--- src/rtl/arb_pkg.sv ---
// Shared types and default sizes for the 8-way round-robin arbiter.
package arb_pkg;

    localparam int unsigned N_REQ_DEF = 8;
    localparam int unsigned ID_W_DEF  = 3;

    typedef enum logic {IDLE, BUSY} arb_state_t;

    typedef logic [ID_W_DEF-1:0] req_id_t;

endpackage

--- src/rtl/rr_pick.sv ---
// Combinational round-robin winner pick: lowest requester at or above the pointer,
// falling back to the lowest requester overall.
module rr_pick
    import arb_pkg::*;
#(
    parameter int unsigned N_REQ = N_REQ_DEF,
    parameter int unsigned ID_W  = ID_W_DEF
) (
    input  logic [N_REQ-1:0] i_req,
    input  logic [ID_W-1:0]  i_ptr,
    output logic             o_win_valid,
    output logic [ID_W-1:0]  o_win_id
);

    logic [N_REQ-1:0] w_masked;
    logic             w_m_valid;
    logic             w_u_valid;
    logic [ID_W-1:0]  w_m_id;
    logic [ID_W-1:0]  w_u_id;

    always_comb begin
        w_masked  = '0;
        w_m_valid = 1'b0;
        w_u_valid = 1'b0;
        w_m_id    = '0;
        w_u_id    = '0;
        for (int i = 0; i < int'(N_REQ); i++) begin
            w_masked[i] = i_req[i] && (ID_W'(i) >= i_ptr);
        end
        // Scan downwards so the last hit is the lowest index.
        for (int i = int'(N_REQ) - 1; i >= 0; i--) begin
            if (w_masked[i]) begin
                w_m_valid = 1'b1;
                w_m_id    = ID_W'(i);
            end
            if (i_req[i]) begin
                w_u_valid = 1'b1;
                w_u_id    = ID_W'(i);
            end
        end
        o_win_valid = w_m_valid | w_u_valid;
        o_win_id    = w_m_valid ? w_m_id : w_u_id;
    end

endmodule

--- src/rtl/rr_arbiter_8.sv ---
// Round-robin arbiter sharing one resource among N_REQ requesters; grants held until release.
// Optional grant-hold timeout is enabled by defining ARB_TIMEOUT_EN.
module rr_arbiter_8
    import arb_pkg::*;
#(
    parameter int unsigned N_REQ    = N_REQ_DEF,
    parameter int unsigned ID_W     = ID_W_DEF,
    parameter int unsigned MAX_HOLD = 16
) (
    input  logic             i_clk,
    input  logic             i_rst,
    input  logic [N_REQ-1:0] i_req,
    output logic [N_REQ-1:0] o_grant_oh,
    output logic [ID_W-1:0]  o_grant_id,
    output logic             o_grant_valid,
    output logic             o_timeout
);

    if (MAX_HOLD < 2 || MAX_HOLD > 255) begin : g_bad_max_hold
        $error("MAX_HOLD must be in 2..255");
    end
    if (ID_W != $clog2(N_REQ)) begin : g_bad_id_w
        $error("ID_W must equal clog2(N_REQ)");
    end

    arb_state_t       r_state;
    logic [ID_W-1:0]  r_ptr;
    logic [N_REQ-1:0] r_grant_oh;
    logic [ID_W-1:0]  r_grant_id;
    logic             r_grant_valid;
    logic             r_timeout;

    logic             w_req_granted;
    logic             w_revoke;
    logic             w_release;
    logic [ID_W-1:0]  w_ptr_next;
    logic [ID_W-1:0]  w_pick_ptr;
    logic             w_win_valid;
    logic [ID_W-1:0]  w_win_id;
    logic [N_REQ-1:0] w_win_oh;

    assign w_req_granted = i_req[r_grant_id];
    assign w_ptr_next    = (r_grant_id == ID_W'(N_REQ - 1)) ? '0 : r_grant_id + 1'b1;

`ifdef ARB_TIMEOUT_EN
    logic [7:0] r_hold_cnt;

    assign w_revoke = (r_state == BUSY) && w_req_granted && (r_hold_cnt == 8'(MAX_HOLD - 1));

    // Counts held BUSY cycles; every new grant (from IDLE or a handoff) starts at zero.
    always_ff @(posedge i_clk or posedge i_rst) begin
        if (i_rst) begin
            r_hold_cnt <= '0;
        end else if (r_state != BUSY || w_release) begin
            r_hold_cnt <= '0;
        end else begin
            r_hold_cnt <= r_hold_cnt + 8'd1;
        end
    end
`else
    assign w_revoke = 1'b0;
`endif

    assign w_release  = (r_state == BUSY) && (!w_req_granted || w_revoke);
    // A release re-arbitrates in the same edge against the already-advanced pointer.
    assign w_pick_ptr = w_release ? w_ptr_next : r_ptr;

    rr_pick #(
        .N_REQ (N_REQ),
        .ID_W  (ID_W)
    ) u_pick (
        .i_req       (i_req),
        .i_ptr       (w_pick_ptr),
        .o_win_valid (w_win_valid),
        .o_win_id    (w_win_id)
    );

    assign w_win_oh = N_REQ'(1) << w_win_id;

    always_ff @(posedge i_clk or posedge i_rst) begin
        if (i_rst) begin
            r_state       <= IDLE;
            r_ptr         <= '0;
            r_grant_oh    <= '0;
            r_grant_id    <= '0;
            r_grant_valid <= 1'b0;
            r_timeout     <= 1'b0;
        end else begin
            r_timeout <= w_revoke;
            unique case (r_state)
                IDLE: begin
                    if (w_win_valid) begin
                        r_grant_oh    <= w_win_oh;
                        r_grant_id    <= w_win_id;
                        r_grant_valid <= 1'b1;
                        r_state       <= BUSY;
                    end
                end
                BUSY: begin
                    if (w_release) begin
                        r_ptr <= w_ptr_next;
                        if (w_win_valid) begin
                            r_grant_oh <= w_win_oh;
                            r_grant_id <= w_win_id;
                        end else begin
                            r_grant_oh    <= '0;
                            r_grant_id    <= '0;
                            r_grant_valid <= 1'b0;
                            r_state       <= IDLE;
                        end
                    end
                end
            endcase
        end
    end

    assign o_grant_oh    = r_grant_oh;
    assign o_grant_id    = r_grant_id;
    assign o_grant_valid = r_grant_valid;
    assign o_timeout     = r_timeout;

endmodule

--- config.mk ---
export PLATFORM = sky130hd
export DESIGN_NAME = rr_arbiter_8
export DESIGN_NICKNAME = d
export VERILOG_FILES = /design/src/rtl/arb_pkg.sv /design/src/rtl/rr_pick.sv /design/src/rtl/rr_arbiter_8.sv
export SDC_FILE = /design/constraint.sdc
export NUM_CORES = 1
export LEC_CHECK = 0
export CORE_ASPECT_RATIO = 0.8
export CORE_UTILIZATION = 40
export DETAILED_ROUTE_END_ITERATION = 10
export PLACE_DENSITY = 0.66
export REMOVE_ABC_BUFFERS = 1
export SLEW_MARGIN = 20
export SYNTH_ARGS = -nofsm -noshare
export SYNTH_HDL_FRONTEND = slang
export SYNTH_SLANG_ARGS = --single-unit
--- constraint.sdc ---
create_clock -name i_clk -period 8.3 [get_ports i_clk]
set_clock_uncertainty 0.1 [all_clocks]
set_input_delay 0.83 -clock i_clk [delete_from_list [all_inputs] [get_ports i_clk]]
set_output_delay 0.83 -clock i_clk [all_outputs]
set_load 0.02 [all_outputs]
==> out/results.ini, run 1 <==
[grt]
antenna_found_initial=0
grt-ovfl-total=0
grt_pass1_vias=1046
grt_pass1_wl_um=4905
grt_max_degree=19
track_usage_pct=19.77

[routing]
drt-pass1-iter-count=4
drc_errors=0
ant_nets=0
wl_per_cell_um=14.43
drt-initial-drc-count=41
via_count=1102
vias_per_cell=5.740
wirelength_um=2770

[pwr]
p_per_area_nw_per_um2=419.3
p_clk_share_pct=8.3
power_uw=601.2
power_frac_comb_pct=68.1
swShare_pct=47.68
p_sw_uw=286.7
power_frac_seq_pct=23.6
intPower_uw=314.5
leakage_uw=0.0006256
max-vdd-ir-drop_mv=0.1940

[synthesis]
synth_flop_cell=dfrtp_1
netlist_instances=134
synth_warnings=0
yosys-top-cells-area=dfrtp_1 (34%), nand2_1 (5.8%), o21ai_0 (5.1%)
ys_types=46
syn_area_um2=1169
synth_edf_count=0
synth_top_area_share_pct=34.26
async_flop_share_pct=100.0
ys_seq_area_share_pct=34.26
yosysMostFrequentCell=nand2_1
netlist_top_cells_count=nand2_1 (18), dfrtp_1 (16), o21ai_0 (12), nor2_1 (8), inv_1 (7)
syn_avg_cell_area_um2=8.721
synth_top_area_cell=dfrtp_1
synth_seq_cells=16

[die]
boundaryPins=23
fp.coreArea_um2=2765
die_h_um=50.35
num_rows=17
dieArea_um2=3143
initial_utilization_pct=42.26
die_x_um=62.43

[timing]
tns_ns=0
max-slew-margin-rel_pct=50.51
hold_viol_final=0
rsz0062_at_grt=no
fmax_mhz=275.4
period_needed_ns=3.631
slew_viol_final=0
fin_crit_sh_pct=43.74
finalSetupViolCount=0
worst_slew_pin_slew_ns=0.7374

[clocking]
cts_tree=yes
post_cts_resized=0
clock-sinks=16
clk_pin_slew_ns=0.09
hold_buffers=0
clockBufferDepth=2
h-tree-depth=1
cts_root_buf=clkbuf_4
clock_latency_ns=0.28
cts_setup_buffers=0
cts_made_buffers=3

[run]
cap_violations=0

[setup_path]
cp_max_fo=18
worstPathArrival_ns=3.72
cp.required_ns=8.39
path_class=in -> reg
cp-start-kind=primary input
crit_path_end_kind=flip-flop

[finish]
nets=167
fill_cells=264
n_antenna_cell=0
layout-drive-gt1-share_pct=9.740
area_growth_pct=22.70

[place]
portBuffers=21
gp_congestion=0.8998
place_hpwl_um=2173

[run_status]
outcome=finished clean

[worst_hold_path]
hp-class=reg -> reg

metal layers:
metal  wire length [µm]  vias to the layer above  part of all wire, %  global-route usage, %
met5                  0                        -                    0                      0
met4                  0                        0                    0                  3.876
met1               1354                      531                   49                  26.17
met2               1282                       40                   46                  32.79
met3                133                        0                  4.8                  5.000
li1                   -                      531                    -                      -
final timing paths:
check                                          start                         to  slack, ns  cells past startpoint
min                        o_grant_oh[4]$_DFFE_PP0P_  o_grant_oh[4]$_DFFE_PP0P_       0.40                      2
max reg2reg                o_grant_id[0]$_DFFE_PP0P_  o_grant_oh[1]$_DFFE_PP0P_       5.19                     10
min reg2reg                o_grant_oh[4]$_DFFE_PP0P_  o_grant_oh[4]$_DFFE_PP0P_       0.40                      2
min in group asynchronous                      i_rst  o_grant_id[1]$_DFFE_PP0P_       0.81                      2
max in group asynchronous                      i_rst       r_ptr[1]$_DFFE_PP0P_       6.90                      2
max                                         i_req[5]  o_grant_oh[1]$_DFFE_PP0P_       4.67                      9
power by group through the flow:
stage | Combinational [µW] | Clock, µW | Sequential, µW
finish | 410 | 49.9 | 142
global route | 451 | 55.5 | 147
CTS | 409 | 52.0 | 142
detailed placement | 408 | 0 | 143
global placement | 401 | 0 | 141
floorplan | 284 | 0 | 153
flip-flops by register name (all words and copies together), names as in the netlist:
register,count
o_grant_oh,8
o_grant_id,3
r_ptr,3
o_grant_valid,1
r_state,1
worst max-delay path, stage by stage:
cell	delay [ns]
clkdlybuf4s50_1	0.61
mux2i_1	0.12
a22o_1	0.27
o21ai_4	0.41
mux2i_1	0.24
a221o_1	0.40
o41a_1	0.45
and2_4	0.19
o31ai_2	0.21
per-stage QoR:
stage	setup slack [ns]	util [%]	std cells	cell area (µm²)	hold WS, ns
2_1_floorplan	5.229	-	129	1140	0.4775
3_3_place_gp	4.460	50.54	188	1398	0.3722
3_5_place_dp	4.392	50.54	188	1398	0.3831
4_1_cts	4.682	51.86	192	1434	0.4016
5_1_grt	4.469	51.86	192	1434	0.4286
6_report	4.669	51.86	192	1434	0.3965
cells by family after synthesis:
group	after synthesis	share of synthesized area [%]
compound gates	43	26.98
fa+ha+maj	3	2.998
buf+inv	12	4.710
flops	16	34.26
mux	11	10.06
other cells	1	0.3209
simple gates	48	20.66
cell type report:
cell class              instances  area, µm²  area share (%)
clock buffers                   4      36.28           2.531
inverters                       7      26.28           1.832
multi-input cells             106      713.2           49.74
flip-flops and latches         16      400.4           27.92
well taps                      38      47.55           3.316
repair buffers                 21      210.2           14.66
cell usage in the layout (no fill, tap or decap), types with 4 or more instances in the layout:
cell / n
a21oi_1: 6
clkdlybuf4s50_1: 21
mux2i_1: 5
nand2_1: 18
dfrtp_1: 16
inv_1: 7
mux2_2: 5
nor2_1: 8
nor2b_1: 4
o21ai_0: 11
Power figures use the tool's default switching activity.
==> inputs of run 2 (changes only) <==
==> constraint.sdc (replaced) <==
create_clock -name i_clk -period 3.63 [get_ports i_clk]
set_clock_uncertainty 0.1 [all_clocks]
set_input_delay 0.363 -clock i_clk [delete_from_list [all_inputs] [get_ports i_clk]]
set_output_delay 0.363 -clock i_clk [all_outputs]
set_load 0.02 [all_outputs]
==> run 2 against run 1 <==
Net effect:
- total power increased by 130%
- core utilization increased by 0.81 points
- largest power group unchanged
- sequential power increased by 130%
- clock power increased by 130%
- largest cell class unchanged
==> out/results.ini, run 2 (synthesis results as in run 1) <==
[finish]
area_growth_pct=24.63  ; was 22.70%
layout_common_cells=clkdlybuf4s50_1 (21), nand2_1 (18), dfrtp_1 (16)  ; unchanged
finalInstanceArea_um2=1456  ; was 1434 µm²
utilization_pct=52.67  ; was 51.86%
final_common_cell=clkdlybuf4s50_1  ; unchanged
nets=170  ; was 167
layout-drive-gt1-share_pct=11.46  ; was 9.740%
largest_reg_flops=8  ; unchanged
instances_no_fill=195  ; was 192
n_antenna_cell=0  ; unchanged

[clocking]
cts_root_buf=clkbuf_4  ; unchanged
clk_pin_slew_ns=0.09  ; about the same
cts_made_buffers=3  ; unchanged
cts_setup_buffers=0  ; unchanged
clock_latency_ns=0.29  ; was 0.28 ns
clock-sinks=16  ; unchanged
hold_buffers=0  ; unchanged
h-tree-depth=1  ; unchanged
post_cts_resized=0  ; unchanged
clockBufferDepth=2  ; unchanged
cts_tree=yes  ; unchanged

[routing]
wirelength_um=2790  ; was 2770 µm
wl_per_cell_um=14.31  ; was 14.43 µm
drt-initial-drc-count=80  ; was 41
ant_nets=0  ; unchanged
via_count=1114  ; was 1102
drc_errors=0  ; unchanged
vias_per_cell=5.713  ; was 5.740
drt-pass1-iter-count=4  ; unchanged

[run_status]
outcome=finished clean  ; unchanged

[grt]
track_usage_pct=19.42  ; was 19.77%
grt_pass1_wl_um=4712  ; was 4905 µm
met1_usage_pct=28.43  ; was 26.17%
antenna_found_initial=0  ; unchanged
use_met3_pct=4.091  ; was 5.000%
grt_pass1_vias=995  ; was 1046
use_met2_pct=29.17  ; was 32.79%
busiest_layer=met2  ; unchanged
grt-ovfl-total=0  ; unchanged
grt_max_degree=19  ; unchanged

[setup_path]
cp.required_ns=3.70  ; was 8.39 ns
r2r_cells=8  ; was 10
path_cells=clkdlybuf4s50_1 > mux2_1 > o22ai_2 > o21ai_4 > mux2i_1 > a221o_1 > o41a_1 > a21oi_2 > o21ai_0  ; was clkdlybuf4s50_1 > mux2i_1 > a22o_1 > o21ai_4 > mux2i_1 > a221o_1 > o41a_1 > and2_4 > o31ai_2
worstPathArrival_ns=3.20  ; was 3.72 ns
cp_max_fo=18  ; unchanged
slowest_delay_ns=0.61  ; about the same
crit_path_end_kind=flip-flop  ; unchanged
cp-start-kind=primary input  ; unchanged
crit_slowest_cell=clkdlybuf4s50_1  ; unchanged
r2r_slack_ns=0.54  ; was 5.19 ns
path_class=in -> reg  ; unchanged

[place]
gp_congestion=0.9196  ; was 0.8998
placed_cell_area_um2=1420  ; was 1398 µm²
place_inst=191  ; was 188
portBuffers=21  ; unchanged
dp_worst_setup_slack_ns=0.2134  ; was 4.392 ns
place_hpwl_um=2167  ; was 2173 µm

[timing]
fmax_mhz=319.0
finalSetupViolCount=0  ; unchanged
period_needed_ns=3.135
hold_viol_final=0  ; unchanged
fin_crit_sh_pct=86.36
worst_slew_pin_slew_ns=0.7030  ; was 0.7374 ns
rsz0062_at_grt=no  ; unchanged
slew_viol_final=0  ; unchanged
fin_ws_ns=0.4951  ; was 4.669 ns
tns_ns=0  ; unchanged
max-slew-margin-rel_pct=52.82  ; was 50.51%

[pwr]
leakage_uw=0.0006400  ; was 0.0006256 µW
power_frac_seq_pct=23.6  ; about the same
max-vdd-ir-drop_mv=0.5152  ; was 0.1940 mV
swShare_pct=47.71  ; was 47.68%
power_frac_comb_pct=68.0  ; was 68.1%
p_per_area_nw_per_um2=947.3  ; was 419.3 nW/µm²
p_clk_share_pct=8.5  ; was 8.3%
intPower_uw=721.4  ; was 314.5 µW
p_sw_uw=658.2  ; was 286.7 µW

[die]
die_x_um=62.43  ; unchanged
num_rows=17  ; unchanged
dieArea_um2=3143  ; unchanged
die_h_um=50.35  ; unchanged
initial_utilization_pct=42.26  ; unchanged
fp.coreArea_um2=2765  ; unchanged
boundaryPins=23  ; unchanged

[worst_hold_path]
hp-class=in -> async  ; was reg -> reg

[run]
cap_violations=0  ; unchanged

run 2: changes by cell type in the layout (fill, tap and decap cells not counted):
cell / before / now
buf_4: 0 / 3
run 2: cell type report:
cell class	count	area [µm²]
Fill cell	264	1309
Multi-Input combinational cell	106	713.2
Sequential cell	16	400.4
Timing Repair Buffer	24	232.7
Tap cell	38	47.55
Clock buffer	4	36.28
Inverter	7	26.28
run 2: final timing paths:
kind | start | to
max in group asynchronous | i_rst | o_grant_oh[5]$_DFFE_PP0P_
setup reg to reg | o_grant_id[0]$_DFFE_PP0P_ | o_grant_oh[6]$_DFFE_PP0P_
setup / recovery | i_req[7] | o_grant_oh[6]$_DFFE_PP0P_
hold / removal | i_rst | o_grant_oh[7]$_DFFE_PP0P_
hold reg to reg | o_grant_oh[4]$_DFFE_PP0P_ | o_grant_oh[4]$_DFFE_PP0P_
min in group i_clk | o_grant_oh[4]$_DFFE_PP0P_ | o_grant_oh[4]$_DFFE_PP0P_
run 2: metrics by stage:
stage,power (µW),hold WS [ns]
final,1380,0.3312
after floorplan,999.5,0.1767
after global routing,1497,0.4004
after detailed placement,1256,0.3801
after CTS,1376,0.3365
after global placement,1242,0.3721
run 2: routing by layer:
layer	vias to the layer above	part of all wire (%)
met5	-	0
met4	0	0
met3	0	7.2
met2	39	45
met1	539	48
li1	536	-
run 2: power groups by stage:
stage	logic, µW	clock network [µW]	registers (µW)
final	938	117	325
after global routing	1040	128	333
after CTS	932	120	324
after global placement	918	0	325
after floorplan	650	0	350
after detailed placement	929	0	328
run 2: worst max-delay path, delay by kind of cell:
family                 cells  cell delay (ns)
AOI/OAI and AO/OA          6             1.80
buffers and inverters      1             0.61
muxes                      2             0.43
